<file path="config.mk">
export PLATFORM = sky130hd
export DESIGN_NAME = instr_redirect_ctrl
export DESIGN_NICKNAME = d
export VERILOG_FILES = /design/src/rtl/instr_redirect_ctrl.sv
export SDC_FILE = /design/constraint.sdc
export NUM_CORES = 1
export LEC_CHECK = 0
export BUFFER_PORTS_ARGS = -buffer_cell sky130_fd_sc_hd__buf_2
export CORE_MARGIN = 3
export CORE_UTILIZATION = 57
export CTS_CLUSTER_DIAMETER = 40
export DETAILED_ROUTE_END_ITERATION = 10
export PLACE_DENSITY_LB_ADDON = 0.15
export SYNTH_ARGS = -nofsm -noshare
export SYNTH_HDL_FRONTEND = slang
export SYNTH_SLANG_ARGS = --single-unit
</file>
<file path="constraint.sdc">
create_clock -name clk -period 3 [get_ports clk]
set_clock_uncertainty 0.2 [all_clocks]
set_input_delay 0.45 -clock clk [delete_from_list [all_inputs] [get_ports clk]]
set_output_delay 0.45 -clock clk [all_outputs]
set_load 0.02 [all_outputs]
</file>
<file path="src/rtl/instr_redirect_ctrl.sv">
// instr_redirect_ctrl
//   Registered instruction merge stage between decode and the jump/branch
//   path. Passes the sequential instruction stream through, takes
//   prioritised redirects from NCH channels (channel 0 highest), follows
//   every taken redirect with FLUSH_CYC NOP cycles, and parks at most one
//   redirect that arrives during a flush. force_en ORs all-ones onto every
//   emitted code.
//
// Ports
//   clk           in   system clock, rising edge
//   rst_n         in   synchronous active-low reset
//   stall         in   hold all state and outputs
//   force_en      in   OR all-ones onto the emitted code
//   instr_in      in   [IW]      sequential instruction code
//   jmp_req       in   [NCH]     per-channel redirect request pulse
//   jmp_instr     in   [NCH*IW]  redirect codes, channel i at [i*IW +: IW]
//   ovr_clr       in   clear the sticky overrun flag
//   instr_checked out  [IW]      registered instruction code
//   flush         out  NOP flush cycle in progress
//   src_ch        out  [CW]      channel of the most recently taken redirect
//   busy          out  not idle or a redirect is parked
//   overrun       out  sticky: a redirect was dropped
module instr_redirect_ctrl #(
  parameter int unsigned    IW        = 2,
  parameter int unsigned    NCH       = 2,
  parameter int unsigned    FLUSH_CYC = 2,
  parameter logic [IW-1:0]  NOP       = '0,
  localparam int unsigned   CW        = (NCH > 1) ? $clog2(NCH) : 1
) (
  input  logic              clk,
  input  logic              rst_n,
  input  logic              stall,
  input  logic              force_en,
  input  logic [IW-1:0]     instr_in,
  input  logic [NCH-1:0]    jmp_req,
  input  logic [NCH*IW-1:0] jmp_instr,
  input  logic              ovr_clr,
  output logic [IW-1:0]     instr_checked,
  output logic              flush,
  output logic [CW-1:0]     src_ch,
  output logic              busy,
  output logic              overrun
);

  localparam int unsigned CNTW = 4;

  // S_DRAIN: the cycle after the last NOP when a parked redirect is emitted.
  typedef enum logic [1:0] {S_IDLE, S_FLUSH, S_DRAIN} state_e;

  state_e          state_q, state_d;
  logic [CNTW-1:0] cnt_q, cnt_d;
  logic            pend_vld_q, pend_vld_d;
  logic [IW-1:0]   pend_code_q, pend_code_d;
  logic [CW-1:0]   pend_ch_q, pend_ch_d;
  logic            ovr_q, ovr_d;
  logic [IW-1:0]   instr_q, instr_d;
  logic            flush_q, flush_d;
  logic [CW-1:0]   src_q, src_d;
  logic            busy_q, busy_d;

  logic            req_any;
  logic            req_extra;
  logic [CW-1:0]   req_sel;
  logic [IW-1:0]   req_code;
  logic            drop;
  logic [IW-1:0]   force_mask;

  function automatic logic [CW-1:0] lowest_idx(input logic [NCH-1:0] r);
    logic [CW-1:0] idx;
    logic          found;
    idx   = '0;
    found = 1'b0;
    for (int unsigned i = 0; i < NCH; i++) begin
      if (r[i] && !found) begin
        idx   = CW'(i);
        found = 1'b1;
      end
    end
    return idx;
  endfunction

  assign req_any    = |jmp_req;
  // r & (r-1) clears the lowest set bit; anything left loses arbitration.
  assign req_extra  = |(jmp_req & (jmp_req - NCH'(1)));
  assign req_sel    = lowest_idx(jmp_req);
  assign req_code   = jmp_instr[req_sel*IW +: IW];
  assign force_mask = {IW{force_en}};

  // State register
  always_ff @(posedge clk) begin
    if (!rst_n) begin
      state_q     <= S_IDLE;
      cnt_q       <= '0;
      pend_vld_q  <= 1'b0;
      pend_code_q <= '0;
      pend_ch_q   <= '0;
      ovr_q       <= 1'b0;
      instr_q     <= '0;
      flush_q     <= 1'b0;
      src_q       <= '0;
      busy_q      <= 1'b0;
    end else begin
      state_q     <= state_d;
      cnt_q       <= cnt_d;
      pend_vld_q  <= pend_vld_d;
      pend_code_q <= pend_code_d;
      pend_ch_q   <= pend_ch_d;
      ovr_q       <= ovr_d;
      instr_q     <= instr_d;
      flush_q     <= flush_d;
      src_q       <= src_d;
      busy_q      <= busy_d;
    end
  end

  // Next-state logic
  always_comb begin
    state_d     = state_q;
    cnt_d       = cnt_q;
    pend_vld_d  = pend_vld_q;
    pend_code_d = pend_code_q;
    pend_ch_d   = pend_ch_q;
    drop        = 1'b0;
    if (!stall) begin
      unique case (state_q)
        S_IDLE: begin
          if (req_any) begin
            state_d = S_FLUSH;
            cnt_d   = CNTW'(FLUSH_CYC);
            drop    = req_extra;
          end
        end
        S_FLUSH: begin
          cnt_d = cnt_q - CNTW'(1);
          if (pend_vld_q) begin
            drop = req_any;
          end else if (req_any) begin
            pend_vld_d  = 1'b1;
            pend_code_d = req_code;
            pend_ch_d   = req_sel;
            drop        = req_extra;
          end
          // A request parked on the last NOP cycle is still drained next.
          if (cnt_q == CNTW'(1)) begin
            state_d = pend_vld_d ? S_DRAIN : S_IDLE;
          end
        end
        S_DRAIN: begin
          state_d    = S_FLUSH;
          cnt_d      = CNTW'(FLUSH_CYC);
          // Slot frees this cycle, so a new request may take it straight away.
          pend_vld_d = req_any;
          if (req_any) begin
            pend_code_d = req_code;
            pend_ch_d   = req_sel;
          end
          drop = req_extra;
        end
        default: state_d = S_IDLE;
      endcase
    end
    ovr_d = stall ? ovr_q : ((ovr_q & ~ovr_clr) | drop);
  end

  // Output logic
  always_comb begin
    instr_d = instr_q;
    flush_d = flush_q;
    src_d   = src_q;
    busy_d  = busy_q;
    if (!stall) begin
      unique case (state_q)
        S_IDLE: begin
          flush_d = 1'b0;
          if (req_any) begin
            instr_d = req_code | force_mask;
            src_d   = req_sel;
          end else begin
            instr_d = instr_in | force_mask;
          end
        end
        S_FLUSH: begin
          instr_d = NOP | force_mask;
          flush_d = 1'b1;
        end
        S_DRAIN: begin
          instr_d = pend_code_q | force_mask;
          src_d   = pend_ch_q;
          flush_d = 1'b0;
        end
        default: begin
          instr_d = NOP | force_mask;
          flush_d = 1'b0;
        end
      endcase
      busy_d = (state_d != S_IDLE) | pend_vld_d;
    end
  end

  assign instr_checked = instr_q;
  assign flush         = flush_q;
  assign src_ch        = src_q;
  assign busy          = busy_q;
  assign overrun       = ovr_q;

endmodule
</file>
Yosys cells after proc, flatten, opt, wreduce, memory -nomap -nowiden
Index checks and enable logic that the tools add are counted.
W data, S select, Z words.
{"block": "classes", "shifts": 1, "addsub": 2, "bitwise_logic": 9, "n_eq_ne": 5, "n_reduce_logical": 12, "n_mux": 30}
{"op": "$mux W1", "n": 14}
{"op": "$mux W2", "n": 7}
{"op": "$pmux W4 S3", "n": 1}
{"op": "$reduce_and A3 Y1", "n": 3}
{"op": "$pmux W2 S2", "n": 2}
{"op": "$or A2 B2 Y2", "n": 3}
{"op": "$pmux W1 S2", "n": 3}
{"op": "$pmux W2 S3", "n": 1}
{"op": "$reduce_bool A2 Y1", "n": 3}
{"op": "$eq A4 B1 Y1 const B", "n": 1}
{"op": "$mux W4", "n": 1}
{"op": "$ne A2 B2 Y1 const B", "n": 2}
{"op": "$reduce_or A2 Y1", "n": 2}
{"op": "$shiftx A4 B3 Y2", "n": 1}
{"op": "$sub A4 B1 Y4 const B", "n": 1}
{"op": "$pmux W1 S3", "n": 1}
{"op": "$reduce_bool A3 Y1", "n": 1}
{"op": "$and A2 B2 Y2", "n": 1}
{"op": "$eq A2 B1 Y1 const B", "n": 1}
{"op": "$eq A2 B2 Y1 const B", "n": 1}
{"op": "$logic_not A2 Y1", "n": 1}
{"op": "$not A1 Y1", "n": 2}
{"op": "$or A1 B1 Y1", "n": 2}
{"op": "$sub A2 B1 Y2 const B", "n": 1}
{"op": "other kinds (3)", "n": 3}
{"block": "totals", "input_bits": 13, "regBits": 16, "out_inout_bits": 6, "elab_cells": 69}

Depth between registers and ports, before layout
Gate-level depths: netlist (run 1).
{"block": "depth", "word_depth": 11, "ltp_mapped": 7, "depth_no_buf": 6}

Worst setup path before layout (run 1)
Ideal clock, no wire load.
{"block": "synth_path", "path_kind": "input-to-reg", "from": "input jmp_req[0]", "to": "register busy_q (netlist: busy)", "required_ns": 2.678, "setup_slack_ns": 1.212, "cell_stages": 6, "t_arrival_ns": 1.466, "cell_sequence": "buf_2 -> or2_1 -> buf_6 -> o211ai_2 -> a21oi_1 -> o311a_1"}
{"block": "synth_between", "elab_chain_len": 11}
{"element": "start: declaration", "line": "35", "text": "input logic [NCH-1:0] jmp_req,"}
{"element": "$reduce_or A2 Y1 *", "line": "82", "text": "assign req_any = |jmp_req;"}
{"element": "$mux W1", "line": "137", "text": "end else if (req_any) begin"}
{"element": "$mux W1", "line": "135", "text": "if (pend_vld_q) begin"}
{"element": "$mux W1", "line": "125", "text": "unique case (state_q)"}
{"element": "$mux W1", "line": "124", "text": "if (!stall) begin"}
{"element": "$mux W2", "line": "145", "text": "state_d = pend_vld_d ? S_DRAIN : S_IDLE;"}
{"element": "$mux W2", "line": "144", "text": "if (cnt_q == CNTW'(1)) begin"}
{"element": "$pmux W2 S3", "line": "125"}
{"element": "$mux W2", "line": "124"}
{"element": "$reduce_bool A2 Y1", "line": "196", "text": "busy_d = (state_d != S_IDLE) | pend_vld_d;"}
{"element": "$or A1 B1 Y1 *", "line": "196"}
{"element": "end signal: assignment", "line": "112", "text": "busy_q <= busy_d;"}
{"element": "end: declaration", "line": "59", "text": "logic busy_q, busy_d;"}
Mark *: on every way between the ends. The rest lies on a longest branch, timed or not. The select of a mux whose other input is x is not followed.
A chain may end at the register's enable or synchronous reset.

Worst setup path after layout (run 1)
{"block": "layout_path", "from": "register state_q[1]", "to": "register cnt_q[1]"}
{"block": "layout_between", "elab_chain_len": 3}
{"element": "start: declaration", "line": "50", "text": "state_e state_q, state_d;"}
{"element": "start signal: assignment", "line": "103", "text": "state_q <= state_d;"}
{"element": "$eq A2 B1 Y1 (tied with other cells)", "line": "125"}
{"element": "$reduce_bool A3 Y1 (no line) / $ne A2 B2 Y1 (equally long branches)"}
{"element": "$reduce_and A3 Y1 (no line)"}
{"element": "end signal: assignment", "line": "104", "text": "cnt_q <= cnt_d;"}
{"element": "end: declaration", "line": "51", "text": "logic [CNTW-1:0] cnt_q, cnt_d;"}
Parallel ways exist; a longest one is shown, timed or not.

==> results of run 1 <==
## area by class of cell
type                            count  area [µm²]  share of cell area [%]
Multi-Input combinational cell     86       584.3                   54.24
Sequential cell                    16       320.3                   29.73
Timing Repair Buffer               18       90.09                   8.362
Clock buffer                        4       36.28                   3.368
Inverter                            7       26.28                   2.439
Tap cell                           16       20.02                   1.858
## power groups by stage
stage | registers (mW) | logic, mW | clock network, mW
floorplan | 0.247 | 0.0734 | 0
detailed placement | 0.241 | 0.106 | 0
global route | 0.239 | 0.120 | 0.155
CTS | 0.236 | 0.107 | 0.147
global placement | 0.241 | 0.104 | 0
finish | 0.237 | 0.108 | 0.144
## logic make-up (layout without fill, tap and decap cells)
group / count (synthesis) / after routing
AND/OR/NAND/NOR: 36 / 36
flip-flops: 16 / 16
buffers and inverters: 14 / 29
AO/OA/AOI/OAI: 37 / 37
multiplexers: 6 / 6
adder cells (fa/ha/maj): 7 / 7
## synthesized netlist by cell type, drive strengths merged (2+ instances only)
cell type	number
nor2	12
nor3b	3
inv	7
nor3	2
a22oi	2
nand2	6
nand2b	4
mux2i	5
a21oi	11
a211oi	4
buf	3
nor2b	2
clkbuf	4
o21ai	8
a21boi	2
ha	6
nand3	3
a2bb2oi	2
dfxtp	16
## registers in the layout, indices dropped and copies added (netlist names), 2 cells and up
signal	count
cnt_q	4
instr_checked	2
pend_code_q	2
state_q	2
## layer usage
layer / vias up / track usage, % / wire length (µm)
li1: 447 / - / -
met1: 405 / 28.57 / 980
met2: 21 / 35.29 / 964
met3: 6 / 7.663 / 101
met4: 0 / 10.50 / 45
met5: - / 0 / 0
## how the worst max path moves through the flow
stage	end	startpoint	slack, ns	cells after the start
after floorplan	busy	jmp_req[0]	1.21	6
after global placement	busy	state_q[1]	1.05	6
after detailed placement	busy	state_q[1]	1.03	6
after CTS	cnt_q[1]	state_q[1]	1.0	6
after global routing	cnt_q[1]	state_q[1]	0.89	6
final	cnt_q[1]	state_q[1]	0.94	6
## critical path, stage by stage (launching register included)
cell and delay [ns]:
dfxtp_1 0.42, inv_1 0.10, ha_1 0.24, nor3b_1 0.19, nor3_1 0.46, nor2_1 0.09
a311oi_1 0.26
## per-stage QoR
step	std cells	hold WS, ns	power [mW]	util (%)
2_1_floorplan	116	0.2633	0.3206	-
3_3_place_gp	143	0.2779	0.3451	66.77
3_5_place_dp	143	0.2933	0.3474	66.77
4_1_cts	147	0.2085	0.4908	69.10
5_1_grt	147	0.2241	0.5138	69.10
6_report	147	0.2092	0.4876	69.10
==> results.yml, run 1 <==
floorplan:
  chipHeight_um: 47.33
  dieArea_um2: 2240
  pin_count: 19
  start_util_pct: 62.44
  rows: 14
  core_um2: 1559
  fp.dieW_um: 47.33
yosys:
  ys_types: 36
  synth_edf_count: 0
  synth_warnings: 0
  synth-simple-area-share_pct: 18.77
  yosysTopAreaCell: "dfxtp_1"
  synth_area_leaders: "dfxtp_1, ha_1, a21oi_1"
  synth-adder-area-share_pct: 8.740
  synthMuxAreaShare_pct: 6.684
  ys_seq_area_share_pct: 32.90
  synth-xor-area-share_pct: 0
  synthCells: 116
  synth-seq-cells: 16
  avgSynthCellArea_um2: 8.392
  async_reset_ff_share_pct: 0
  synth_ff_type: "dfxtp_1"
  synth_compound_area_share_pct: 25.84
  synth_top_family_by_area: "compound AO/OA/AOI/OAI gates"
  syn_area_um2: 973.4
  synthesis.nets: 135
  synthDominantCellAreaShare_pct: 32.90
final_layout:
  final_common_cell: "buf_2"
  final_cell_mix: "buf_2, dfxtp_1, nor2_1"
  insertedDiodeCount: 0
  area_growth_pct: 10.67
  drive_above_1_share_pct: 20.61
  fin_nets: 151
  nFillCells: 129
  design_area_um2: 1077
routing:
  drc: 0
  vias: 879
  first_pass_iters: 4
  wirelength_um: 2091
  final_antenna_net_count: 0
  via_per_inst: 5.980
  drtIter0Drc: 11
  wl_per_cell_um: 14.22
sta:
  setup_violations: 0
  hold_viol: 0
  fin_crit_ns: 2.058
  fin_crit_sh_pct: 68.61
  tightestPinTransition_ns: 0.5729
  fin_setup_tns_ns: 0
  max_freq_ghz: 0.4859
  fin_ws_ns: 0.9418
  grt_setup_unrepaired: "false"
  maxSlewViolCount: 0
  slew_headroom_pct: 61.51
cts:
  cts_max_path_buffers: 2
  cts_setup_buffers: 0
  clk_pin_slew_worst_paths_ns: 0.10
  clock_latency_ns: 0.30
  ctsResizeCount: 0
  cts_buffers: 3
  hold_buffers: 0
  cts.sinks: 16
  cts-htree-levels: 1
  root_buffer: "clkbuf_4"
  cts_tree: "built"
setup_path:
  critPathKind: "reg2reg"
  cp-start-kind: "register"
  critPathMaxFanout: 5
  arrival_ns: 2.06
  rr_worst_depth: 6
  r2r_end: "cnt_q[1]"
  rrSetupSlack_ns: 0.94
  endpoint_kind: "register"
  cp_data_required_time_ns: 3.00
  reg2reg_from: "state_q[1]"
place:
  placedInstanceArea_um2: 1041
  place.gp.congestion: 0.8994
  numPortBuffers: 18
  place_hpwl_um: 1579
  pre_cts_ws_ns: 1.028
power_and_ir_drop:
  combinationalPowerShare_pct: 22.0
  intPower_mw: 0.3455
  sw_frac_of_total_pct: 29.14
  seqPwrFrac_pct: 48.5
  power.density_nw_per_um2: 452.7
  vdd_ir_drop_max_v: 0.0003321
  p_clk_share_pct: 29.4
  leakage_nw: 0.4620
  p_sw_mw: 0.1421
global_route:
  grt_overflow: 0
  track_usage_pct: 22.87
  grt_pass1_wl_um: 3539
  antenna_found_initial: 0
  grt_pass1_vias: 826
  grt_max_degree: 15
hold_path:
  min_path_type: "in2reg"
  hold_end: "instr_checked[1]"
  worstHoldStart: "force_en"
  whs_path_depth: 3
status:
  status: "complete, no violations"
run:
  cap_violations: 0
No activity file was read; power rests on OpenSTA's default activity.
==> run 2: changes to the inputs <==
CORE_UTILIZATION = 53   (was 57)
clock period = 1.95 ns   (was 3 ns; I/O delays follow)
==> results.yml, run 2 (synthesized netlist as in run 1, its figures left out) <==
setup_path:
  critPathSlowestCell: "dfxtp_2"
  rrSetupSlack_ns: 0.13
  max_stage_delay_ns: 0.36
  rr_worst_depth: 6
  critPathKind: "reg2reg"
  endpoint_kind: "register"
  arrival_ns: 1.83
  critPathMaxFanout: 5
  crit_cells: 6
  cp_top_family: "simple AND/OR/NAND/NOR gates"
  cp-start-kind: "register"
  cp_data_required_time_ns: 1.96
  crit_chain: "inv_1 > ha_1 > nor3b_2 > nor3_1 > buf_4 > a311oi_1"
  startpoint: "state_q[1]"
  reg2reg_from: "state_q[1]"
  r2r_end: "cnt_q[1]"
  path_buf_inv: 2
floorplan:
  chipHeight_um: 48.86
  fp.dieW_um: 48.86
  start_util_pct: 60.40
  dieArea_um2: 2387
  core_um2: 1612
  rows: 14
  pin_count: 19
status:
  status: "complete, no violations"
hold_path:
  worstHoldStart: "force_en"
  min_path_type: "in2reg"
  whs_path_depth: 3
  hold_end: "instr_checked[1]"
sta:
  setup_violations: 0
  max_freq_ghz: 0.5486
  slew_headroom_pct: 74.07
  fin_crit_sh_pct: 93.48
  hold_viol: 0
  fin_ws_ns: 0.1271
  tightestPinTransition_ns: 0.3886
  fin_crit_ns: 1.823
  holdWs_ns: 0.05595
  maxSlewViolCount: 0
power_and_ir_drop:
  combinationalPowerShare_pct: 23.5
  total_power_mw: 0.7744
  p_clk_share_pct: 29.5
  sw_frac_of_total_pct: 30.38
  intPower_mw: 0.5391
  leakage_nw: 0.4857
  vdd_ir_drop_max_v: 0.0004779
  power.density_nw_per_um2: 686.9
  p_sw_mw: 0.2352
  seqPwrFrac_pct: 47.0
place:
  numPortBuffers: 18
  place.gp.congestion: 0.8173
  place_hpwl_um: 1796
  place_inst: 155
  placedInstanceArea_um2: 1081
  pre_cts_ws_ns: 0.07395
final_layout:
  largest_register_ff_count: 4
  design_area_um2: 1127
  drive_above_1_share_pct: 25.93
  final_cell_mix: "buf_2, dfxtp_1, nor2_1, a21oi_1, o21ai_0"
  regMostFlops: "cnt_q"
  fin_nets: 155
  final_cells: 159
  insertedDiodeCount: 0
  final_common_cell: "buf_2"
  area_growth_pct: 15.81
routing:
  via_per_inst: 5.868
  first_pass_iters: 4
  wl_per_cell_um: 15.16
  wirelength_um: 2410
  drc: 0
  final_antenna_net_count: 0
  vias: 933
  drtIter0Drc: 22
cts:
  root_buffer: "clkbuf_4"
  cts-htree-levels: 1
  clock_latency_ns: 0.29
  cts_tree: "built"
  cts.sinks: 16
  clk_pin_slew_worst_paths_ns: 0.10
  hold_buffers: 0
  cts_buffers: 3
  cts_max_path_buffers: 2
global_route:
  grt_pass1_vias: 868
  grt_overflow: 0
  grt_max_degree: 12
  track_usage_pct: 19.96
  grt_pass1_wl_um: 3781
  antenna_found_initial: 0
run:
  cap_violations: 0
==> run 2: changes by cell type in the layout (fill, tap and decap cells not counted), sizes merged <==
cell  change
buf       +4
==> run 2: power by group through the flow <==
stage | combinational, mW | clock [mW] | sequential [mW]
floorplan | 0.113 | 0 | 0.380
global placement | 0.169 | 0 | 0.370
detailed placement | 0.174 | 0 | 0.371
CTS | 0.178 | 0.233 | 0.363
global route | 0.197 | 0.248 | 0.367
finish | 0.182 | 0.228 | 0.364
==> run 2: area by class of cell <==
type | count | area (µm²)
sequential | 16 | 322.8
inverter | 7 | 26.28
clock buffer | 4 | 36.28
timing repair buffer | 22 | 120.1
fill | 145 | 484.2
tap | 24 | 30.03
multi-input combinational | 86 | 591.8
==> run 2: worst register-to-register path, cell delays in order (launching register included) <==
cell and delay, ns:
dfxtp_2 0.36, inv_1 0.09, ha_1 0.25, nor3b_2 0.35, nor3_1 0.08, buf_4 0.16, a311oi_1 0.25
==> run 2: worst max path at each step <==
| stage | end |
|---|---|
| finish | cnt_q[1] |
| global route | cnt_q[1] |
| global placement | cnt_q[1] |
| detailed placement | cnt_q[1] |
| CTS | cnt_q[1] |
| floorplan | busy |
==> run 2: metrics by stage <==
step                      setup TNS (ns)  util [%]
after global placement                 0     67.08
after CTS                              0     69.33
after floorplan                        0         -
final                                  0     69.95
after global routing            -0.03889     69.95
after detailed placement               0     67.08
==> run 2: what timing repair did <==
item / in CTS / in global routing
setup endpoints to repair: 0 / 7
buffers inserted: 0 / 0
hold endpoints to repair: 0 / 0
resized for setup: 0 / 4
==> run 2: routing by layer <==
metal  up-vias  track usage (%)  share of wire, %
met1       446            24.29                43
met5         -                0                 0
met2        29            33.71                50
li1        451                -                 -
met4         0            8.531               2.0
met3         7            4.281               5.4
